File: config.mk
export PLATFORM = sky130hd
export DESIGN_NAME = pending_encoder
export DESIGN_NICKNAME = d
export VERILOG_FILES = /design/src/rtl/pending_encoder_pkg.sv /design/src/rtl/pending_encoder_priority_encoder_32.sv /design/src/rtl/pending_encoder.sv
export SDC_FILE = /design/constraint.sdc
export NUM_CORES = 1
export LEC_CHECK = 0
export ABC_AREA = 1
export BUFFER_PORTS_ARGS = -buffer_cell sky130_fd_sc_hd__buf_2
export CAP_MARGIN = 30
export CORE_UTILIZATION = 48
export CTS_BUF_LIST = sky130_fd_sc_hd__clkbuf_2 sky130_fd_sc_hd__clkbuf_4 sky130_fd_sc_hd__clkbuf_8
export DETAILED_ROUTE_END_ITERATION = 12
export GPL_TIMING_DRIVEN = 1
export PLACE_DENSITY_LB_ADDON = 0.3
export SYNTH_ARGS = -nofsm -noshare
export SYNTH_HDL_FRONTEND = slang
export SYNTH_SLANG_ARGS = --single-unit
File: constraint.sdc
create_clock -name clk -period 2 [get_ports clk]
set_input_delay 0.3 -clock clk [delete_from_list [all_inputs] [get_ports clk]]
set_output_delay 0.3 -clock clk [all_outputs]
set_load 0.05 [all_outputs]
File: src/rtl/pending_encoder_pkg.sv
// pending_encoder_pkg: shared widths and FSM state type for the pending encoder
package pending_encoder_pkg;
  localparam int IDX_W = 5;
  localparam int NUM_LINES = 32;
  typedef enum logic {IDLE, HOLD} state_t;
endpackage

File: src/rtl/pending_encoder_priority_encoder_32.sv
// priority_encoder_32: first set bit of vec searching upward from start, wrapping 31->0
module priority_encoder_32
  import pending_encoder_pkg::*;
(
  input  logic [NUM_LINES-1:0] vec,
  input  logic [IDX_W-1:0]     start,
  output logic [IDX_W-1:0]     idx,
  output logic                 found
);
  logic [NUM_LINES-1:0] rot;
  logic [IDX_W-1:0] pos;
  // rotate so bit 'start' lands at 0, then pick the lowest set bit of the rotated vector
  always_comb begin
    rot = '0;
    pos = '0;
    for (int i = 0; i < NUM_LINES; i++) rot[i] = vec[IDX_W'(i) + start];
    for (int i = NUM_LINES - 1; i >= 0; i--) if (rot[i]) pos = IDX_W'(i);
  end
  assign idx = pos + start;
  assign found = |vec;
endmodule

File: src/rtl/pending_encoder.sv
// pending_encoder: sticky pending bits served one at a time through a valid/ready grant
module pending_encoder
  import pending_encoder_pkg::*;
#(
  parameter bit ROUND_ROBIN = 1'b0
) (
  input  logic                 clk,
  input  logic                 rst,
  input  logic [NUM_LINES-1:0] req,
  input  logic [NUM_LINES-1:0] mask,
  output logic                 out_valid,
  input  logic                 out_ready,
  output logic [IDX_W-1:0]     out_idx,
  output logic [NUM_LINES-1:0] pending,
  output logic                 any_pending
);
  state_t state, state_next;
  logic [IDX_W-1:0] last_idx, start, sel_idx;
  logic [NUM_LINES-1:0] eligible, clr;
  logic found, hs;
  assign eligible = pending & ~mask;
  assign any_pending = |eligible;
  assign hs = (state == HOLD) && out_valid && out_ready;
  assign clr = hs ? NUM_LINES'(1) << out_idx : '0;
  assign start = ROUND_ROBIN ? last_idx + IDX_W'(1) : '0;
  priority_encoder_32 u_sel (
    .vec(eligible),
    .start(start),
    .idx(sel_idx),
    .found(found)
  );
  // grant when something is eligible, hold until the consumer takes it
  always_comb begin
    state_next = state;
    state_next = (state == IDLE) ? (found ? HOLD : IDLE) : (hs ? IDLE : HOLD);
  end
  // state register
  always_ff @(posedge clk or posedge rst)
    if (rst) state <= IDLE;
    else state <= state_next;
  // pending latch (set wins over clear) and registered grant outputs
  always_ff @(posedge clk or posedge rst)
    if (rst) begin
      pending <= '0;
      out_valid <= 1'b0;
      out_idx <= '0;
      last_idx <= '1;
    end else begin
      pending <= (pending & ~clr) | req;
      if (state == IDLE && found) begin
        out_idx <= sel_idx;
        out_valid <= 1'b1;
      end
      if (hs) begin
        out_valid <= 1'b0;
        last_idx <= out_idx;
      end
    end
endmodule

==> flow_summary.yaml, run 1 <==
status:
  status: "finished with violations"
  violations: "setup timing"
timing:
  period_share_pct: 106
  fmax_mhz: 470
  finalSetupViolations: 2
  finalWorstSetupSlack_ps: -126
  relSlewSlack_pct: 61.9
  finClkSkew_ps: 2.76
  drv_slew: 0
  min_period_ps: 2130
  rsz0062_at_grt: "true"
  hold_viol: 0
  tightest_slew_ps: 570
synth:
  synth_edf_count: 0
  netlist_area_sq_um: 2200
  ys_types: 18
  yosys_warnings: 0
  synthTopCellsByCount: "nand2_1, inv_1, dfrtp_1"
  ys.flop_type: "dfrtp_1"
  yosysSeqAreaShare_pct: 44.3
  synth_cells: 326
  yosysTopAreaCell: "dfrtp_1"
  synthesis.nets: 393
  ys_ff_latch: 39
  synthArstFlopShare_pct: 100
  yosysTopAreaCellShare_pct: 44.3
  avgSynthCellArea_sq_um: 6.75
  synth.area.top_cells: "dfrtp_1, nand2_1, inv_1, o21ai_0, nor2_1"
  yosysMostFrequentCell: "nand2_1"
floorplan:
  die_w_um: 69.7
  rows: 24
  initial_core_util_pct: 50.2
  die_area_sq_um: 4860
  core-area_sq_um: 4380
  pin_count: 106
  die_y_um: 69.7
setup_path:
  critPathArrivalTime_ps: 2320
  cpMostUsedCell: "nand2_1"
  crit_type: "flop to flop"
  crit_buf_inv: 1
  worst_setup_path_start_kind: "flop"
  end_kind: "flop"
  worstPathMaxFanout: 2
  max_stage_delay_ps: 410
  critPathTopFamily: "simple AND/OR/NAND/NOR gates"
  crit_slowest_cell: "dfrtp_2"
  crit_required_ps: 2190
clocking:
  clk-insertion-delay-late_ps: 290
  post_cts_buffers: 0
  clkSinkCount: 39
  clock_path_buffers: 2
  cts_buffers: 5
  h-tree-depth: 2
  cts_tree: "yes"
  cts.reportedPaths.clkPinSlew_ps: 80
  clock_tree.root_cell: "clkbuf_8"
cells_and_area:
  syn2layout_area_growth_pct: 33.7
  fill_cells: 420
  antenna_cells: 0
  area.sequential_sq_um: 981
  multi_input_area_sq_um: 945
  nNetsFinal: 505
  drive_above_1_share_pct: 30.1
  post-route-util_pct: 67.1
pwr:
  swShare_pct: 23.3
  pwr-share-seq_pct: 47.4
  p_per_area_nw_per_um2: 566
  combPwrFrac_pct: 11.3
  p_int_uw: 1280
  ir_drop_mv: 0.351
  switchingPower_uw: 388
  leakage_uw: 0.00157
  clkPwrFrac_pct: 41.3
routing:
  wl_per_cell_um: 12.2
  drc: 0
  wirelength_um: 5970
  drt_iter0_drc: 157
  via_per_inst: 4.87
  vias: 2390
  postRouteAntennaNets: 0
  drtPass1Iterations: 4
global_route:
  use_met3_pct: 5.96
  grt_max_degree: 40
  grt_usage_pct: 26.4
  gr-usage-met1_pct: 31.9
  grt_busiest_layer: "met2"
  use_met2_pct: 45.8
  grt_pass1_vias: 2327
  grt_overflow_total: 0
  antenna_found_initial: 0
  grt_first_pass_wirelength_um: 10000
place:
  dp_hpwl_um: 4610
  dp_slack_ps: -126
  gp_congestion: 0.873
  portBuffers: 105
job:
  cap_violations: 0
min_path:
  hold_class: "input port to asynchronous set/reset pin"
## area by class of cell
| type | count | area share [%] |
|---|---|---|
| inverter | 70 | 8.93 |
| sequential | 39 | 33.3 |
| tap | 52 | 2.21 |
| multi-input combinational | 211 | 32.1 |
| clock inverter | 2 | 1.19 |
| timing repair buffer | 111 | 19.4 |
| clock buffer | 6 | 2.81 |
## metal layers
layer / routed length, um / share of wire, % / up-vias
met5: 0 / 0 / -
met2: 2940 / 49 / 94
li1: - / - / 1215
met4: 118 / 2.0 / 0
met1: 2530 / 42 / 1069
met3: 383 / 6.4 / 12
## sequential cells by signal (all words and copies together) (netlist names)
register	count
state	1
out_valid	1
out_idx	5
pending	32
## cells by family after synthesis
| kind of cell | Yosys count | share of synthesized area, % |
|---|---|---|
| flip-flops | 39 | 44.3 |
| AND/OR/NAND/NOR | 167 | 32.0 |
| AO/OA/AOI/OAI | 44 | 10.7 |
| buffers and inverters | 76 | 13.0 |
## final timing paths
kind | endpoint | slack (ps) | start | cells past startpoint
min | pending[3]$_DFF_PP0_ | 110 | rst | 3
max | out_idx[0]$_DFFE_PP0P_ | -130 | pending[31]$_DFF_PP0_ | 34
min in group clk | pending[23]$_DFF_PP0_ | 180 | req[23] | 3
min reg2reg | pending[3]$_DFF_PP0_ | 520 | pending[3]$_DFF_PP0_ | 2
max in group asynchronous | pending[28]$_DFF_PP0_ | 1510 | rst | 3
max reg2reg | out_idx[0]$_DFFE_PP0P_ | -130 | pending[31]$_DFF_PP0_ | 34
## layout by cell type (no fill, tap or decap)
| master | instances |
|---|---|
| nand2_1 | 115 |
| inv_2 | 1 |
| clkinv_2 | 1 |
| o21a_1 | 1 |
| o21ai_0 | 36 |
| nor2_1 | 27 |
| o21bai_1 | 2 |
| nand4_1 | 16 |
| nand2_4 | 4 |
| bufinv_16 | 1 |
| buf_4 | 6 |
| inv_1 | 66 |
| dfrtp_1 | 35 |
| o31ai_1 | 2 |
| clkinv_1 | 3 |
| nand3_1 | 1 |
| nor2_2 | 2 |
| clkbuf_8 | 6 |
| nand2_2 | 2 |
| buf_2 | 105 |
| a31oi_1 | 2 |
| dfrtp_2 | 4 |
| o22ai_1 | 1 |
## per-stage QoR
step / power (uW) / cells / hold WS [ps] / area [sq um] / TNS [ps]
2_1_floorplan: 903 / 326 / 398 / 2210 / -133
3_3_place_gp: 991 / 483 / 440 / 2820 / -62.7
3_5_place_dp: 994 / 483 / 451 / 2820 / -126
4_1_cts: 1670 / 491 / 136 / 2940 / -150
5_1_grt: 1740 / 491 / 145 / 2940 / -875
6_report: 1660 / 491 / 106 / 2940 / -203
## repair_timing
action                                  4_1_cts  5_1_grt
resized for setup                             1        0
endpoints found under the setup margin        3        3
hold buffers                                  0        0
## power groups by stage
stage | sequential (uW) | clock (uW) | combinational [uW]
after floorplan | 809 | 0 | 94.0
after detailed placement | 805 | 0 | 188
after global placement | 805 | 0 | 186
after CTS | 790 | 693 | 190
final | 790 | 687 | 188
after global routing | 790 | 735 | 216
## worst min-delay path, cell delays in order
cell   delay [ps]
buf_2          90
inv_1          40
buf_4         410
Note: power is estimated with default switching activity, not from simulation.
==> inputs of run 2 (changes only) <==
--- a/config.mk
+++ b/config.mk
@@ -8,7 +8,7 @@
 export ABC_AREA = 1
 export BUFFER_PORTS_ARGS = -buffer_cell sky130_fd_sc_hd__buf_2
 export CAP_MARGIN = 30
-export CORE_UTILIZATION = 48
+export CORE_UTILIZATION = 43
 export CTS_BUF_LIST = sky130_fd_sc_hd__clkbuf_2 sky130_fd_sc_hd__clkbuf_4 sky130_fd_sc_hd__clkbuf_8
 export DETAILED_ROUTE_END_ITERATION = 12
 export GPL_TIMING_DRIVEN = 1
@@ -16,3 +16,4 @@
 export SYNTH_ARGS = -nofsm -noshare
 export SYNTH_HDL_FRONTEND = slang
 export SYNTH_SLANG_ARGS = --single-unit
+export TNS_END_PERCENT = 20
==> constraint.sdc (replaced) <==
create_clock -name clk -period 1.7 [get_ports clk]
set_input_delay 0.255 -clock clk [delete_from_list [all_inputs] [get_ports clk]]
set_output_delay 0.255 -clock clk [all_outputs]
set_load 0.05 [all_outputs]
==> run 2 against run 1 <==
  * Largest cell class unchanged
  * Hold slack got worse by 42 ps
  * Critical path depth unchanged
  * Core utilization is 2.2 points lower
  * The run still ends with setup timing left
  * Sequential share of layout area shrank 1.9 points
  * Count of clock-buffer cells in the layout is 2 higher
  * First-iteration DRC count decreased by 16%
==> flow_summary.yaml, run 2 (synthesized netlist as in run 1, its figures left out) <==
clocking:
  cts_hold_buf: 0
  post_cts_buffers: 0
  clock_path_buffers: 2
  cts_tree: "yes"
  h-tree-depth: 2
  cts_buffers: 5
  clock_tree.root_cell: "clkbuf_8"
  cts.reportedPaths.clkPinSlew_ps: 80
  clkSinkCount: 39
  clk-insertion-delay-late_ps: 300
pwr:
  leakage_uw: 0.00167
  p_per_area_nw_per_um2: 603
  ir_drop_mv: 0.391
cells_and_area:
  largest_register: "pending"
  drive_above_1_share_pct: 33.5
  antenna_cells: 0
  reg.largest.list: "pending: 32 flops, out_idx: 5 flops"
  syn2layout_area_growth_pct: 42.0
  layout_common_cells: "nand2_1, buf_2, inv_1, o21ai_0, dfrtp_1"
  design_area_sq_um: 3120
  largest_register_ff_count: 32
  fill_cells: 467
  nNetsFinal: 529
  layout_commonest_cell: "nand2_1"
timing:
  finalSetupViolations: 5
  min_period_ps: 2150
  tightest_slew_ps: 512
  finClkSkew_ps: 9.40
  whs_ps: 63.2
  relSlewSlack_pct: 65.9
  hold_viol: 0
  finalWorstSetupSlack_ps: -450
  fmax_mhz: 465
  rsz0062_at_grt: "true"
  drv_slew: 0
  period_share_pct: 126
floorplan:
  die_w_um: 73.5
  core-area_sq_um: 4820
  die_area_sq_um: 5410
  pin_count: 106
  initial_core_util_pct: 45.7
  rows: 25
  die_y_um: 73.5
global_route:
  grt_overflow_total: 0
  grt_first_pass_wirelength_um: 10100
  grt_max_degree: 40
  grt_pass1_vias: 2366
  grt_usage_pct: 24.9
  antenna_found_initial: 0
setup_path:
  cpMostUsedCell: "nand2_1"
  crit_path_start: "pending[31]$_DFF_PP0_"
  worst_setup_path_start_kind: "flop"
  crit_required_ps: 1900
  crit-reg2reg-launch: "pending[31]$_DFF_PP0_"
  crit_slowest_cell: "dfrtp_2"
  critPathArrivalTime_ps: 2350
  worstPathMaxFanout: 2
  end_kind: "flop"
  crit_type: "flop to flop"
  max_stage_delay_ps: 410
status:
  status: "finished with violations"
  violations: "setup timing"
routing:
  wirelength_um: 6220
  postRouteAntennaNets: 0
  drc: 0
  wl_per_cell_um: 11.7
  drtPass1Iterations: 4
  drt_iter0_drc: 132
  vias: 2494
  via_per_inst: 4.71
place:
  gp_congestion: 0.926
  place_area_sq_um: 3020
  portBuffers: 105
  dp_hpwl_um: 4930
job:
  cap_violations: 0
min_path:
  hold_class: "input port to asynchronous set/reset pin"
==> run 2: timing repair <==
item                                    CTS  global route
endpoints found under the setup margin    6             6
pin swaps                                 0             0
resized for setup                         1             0
==> run 2: path summary, 6_finish.rpt <==
check	to	slack, ps	cells after the start
max reg2reg	out_idx[0]$_DFFE_PP0P_	-450	34
max	out_idx[0]$_DFFE_PP0P_	-450	34
max in group asynchronous	pending[28]$_DFF_PP0_	1250	3
min	pending[3]$_DFF_PP0_	60	3
min reg2reg	pending[14]$_DFF_PP0_	530	2
min in group clk	pending[29]$_DFF_PP0_	130	3
==> run 2: area by class of cell <==
type,count,area [sq um],area share [%]
flip-flops and latches,39,981,31.4
multi-input cells,211,942,30.2
repair buffers,135,751,24.0
inverters,70,263,8.41
clock buffers,8,104,3.32
well taps,67,83.8,2.68
==> run 2: metrics by stage <==
step	instances	power [uW]	setup WS [ps]	setup TNS, ps	util (%)
3_5_place_dp	522	1180	-423	-744	62.6
5_1_grt	530	1960	-808	-2240	64.9
2_1_floorplan	326	1060	-433	-2080	-
6_report	530	1880	-450	-1100	64.9
3_3_place_gp	522	1180	-359	-587	62.6
4_1_cts	530	1890	-441	-1130	64.9
==> run 2: critical path: cells and delay by family, from the launching register on <==
family / cells / cell delay (ps)
buf+inv: 1 / 60
flops: 1 / 410
simple gates: 33 / 1550
==> run 2: routing by layer <==
| layer | share of wire, % | global-route usage (%) | vias up | wire (um) |
|---|---|---|---|---|
| met5 | 0 | 0 | - | 0 |
| met4 | 2.1 | 10.7 | 0 | 133 |
| met3 | 6.8 | 4.94 | 11 | 424 |
| met2 | 48 | 41.9 | 93 | 3000 |
| met1 | 43 | 31.1 | 1127 | 2660 |
| li1 | - | - | 1263 | - |
==> run 2: where the power goes <==
group,leakage (uW),total (uW),internal [uW],switching (uW)
logic,0.00126,235,109,125
clock network,0.0000549,721,387,334
registers,0.000358,929,928,0.864
total,0.00167,1880,1420,461
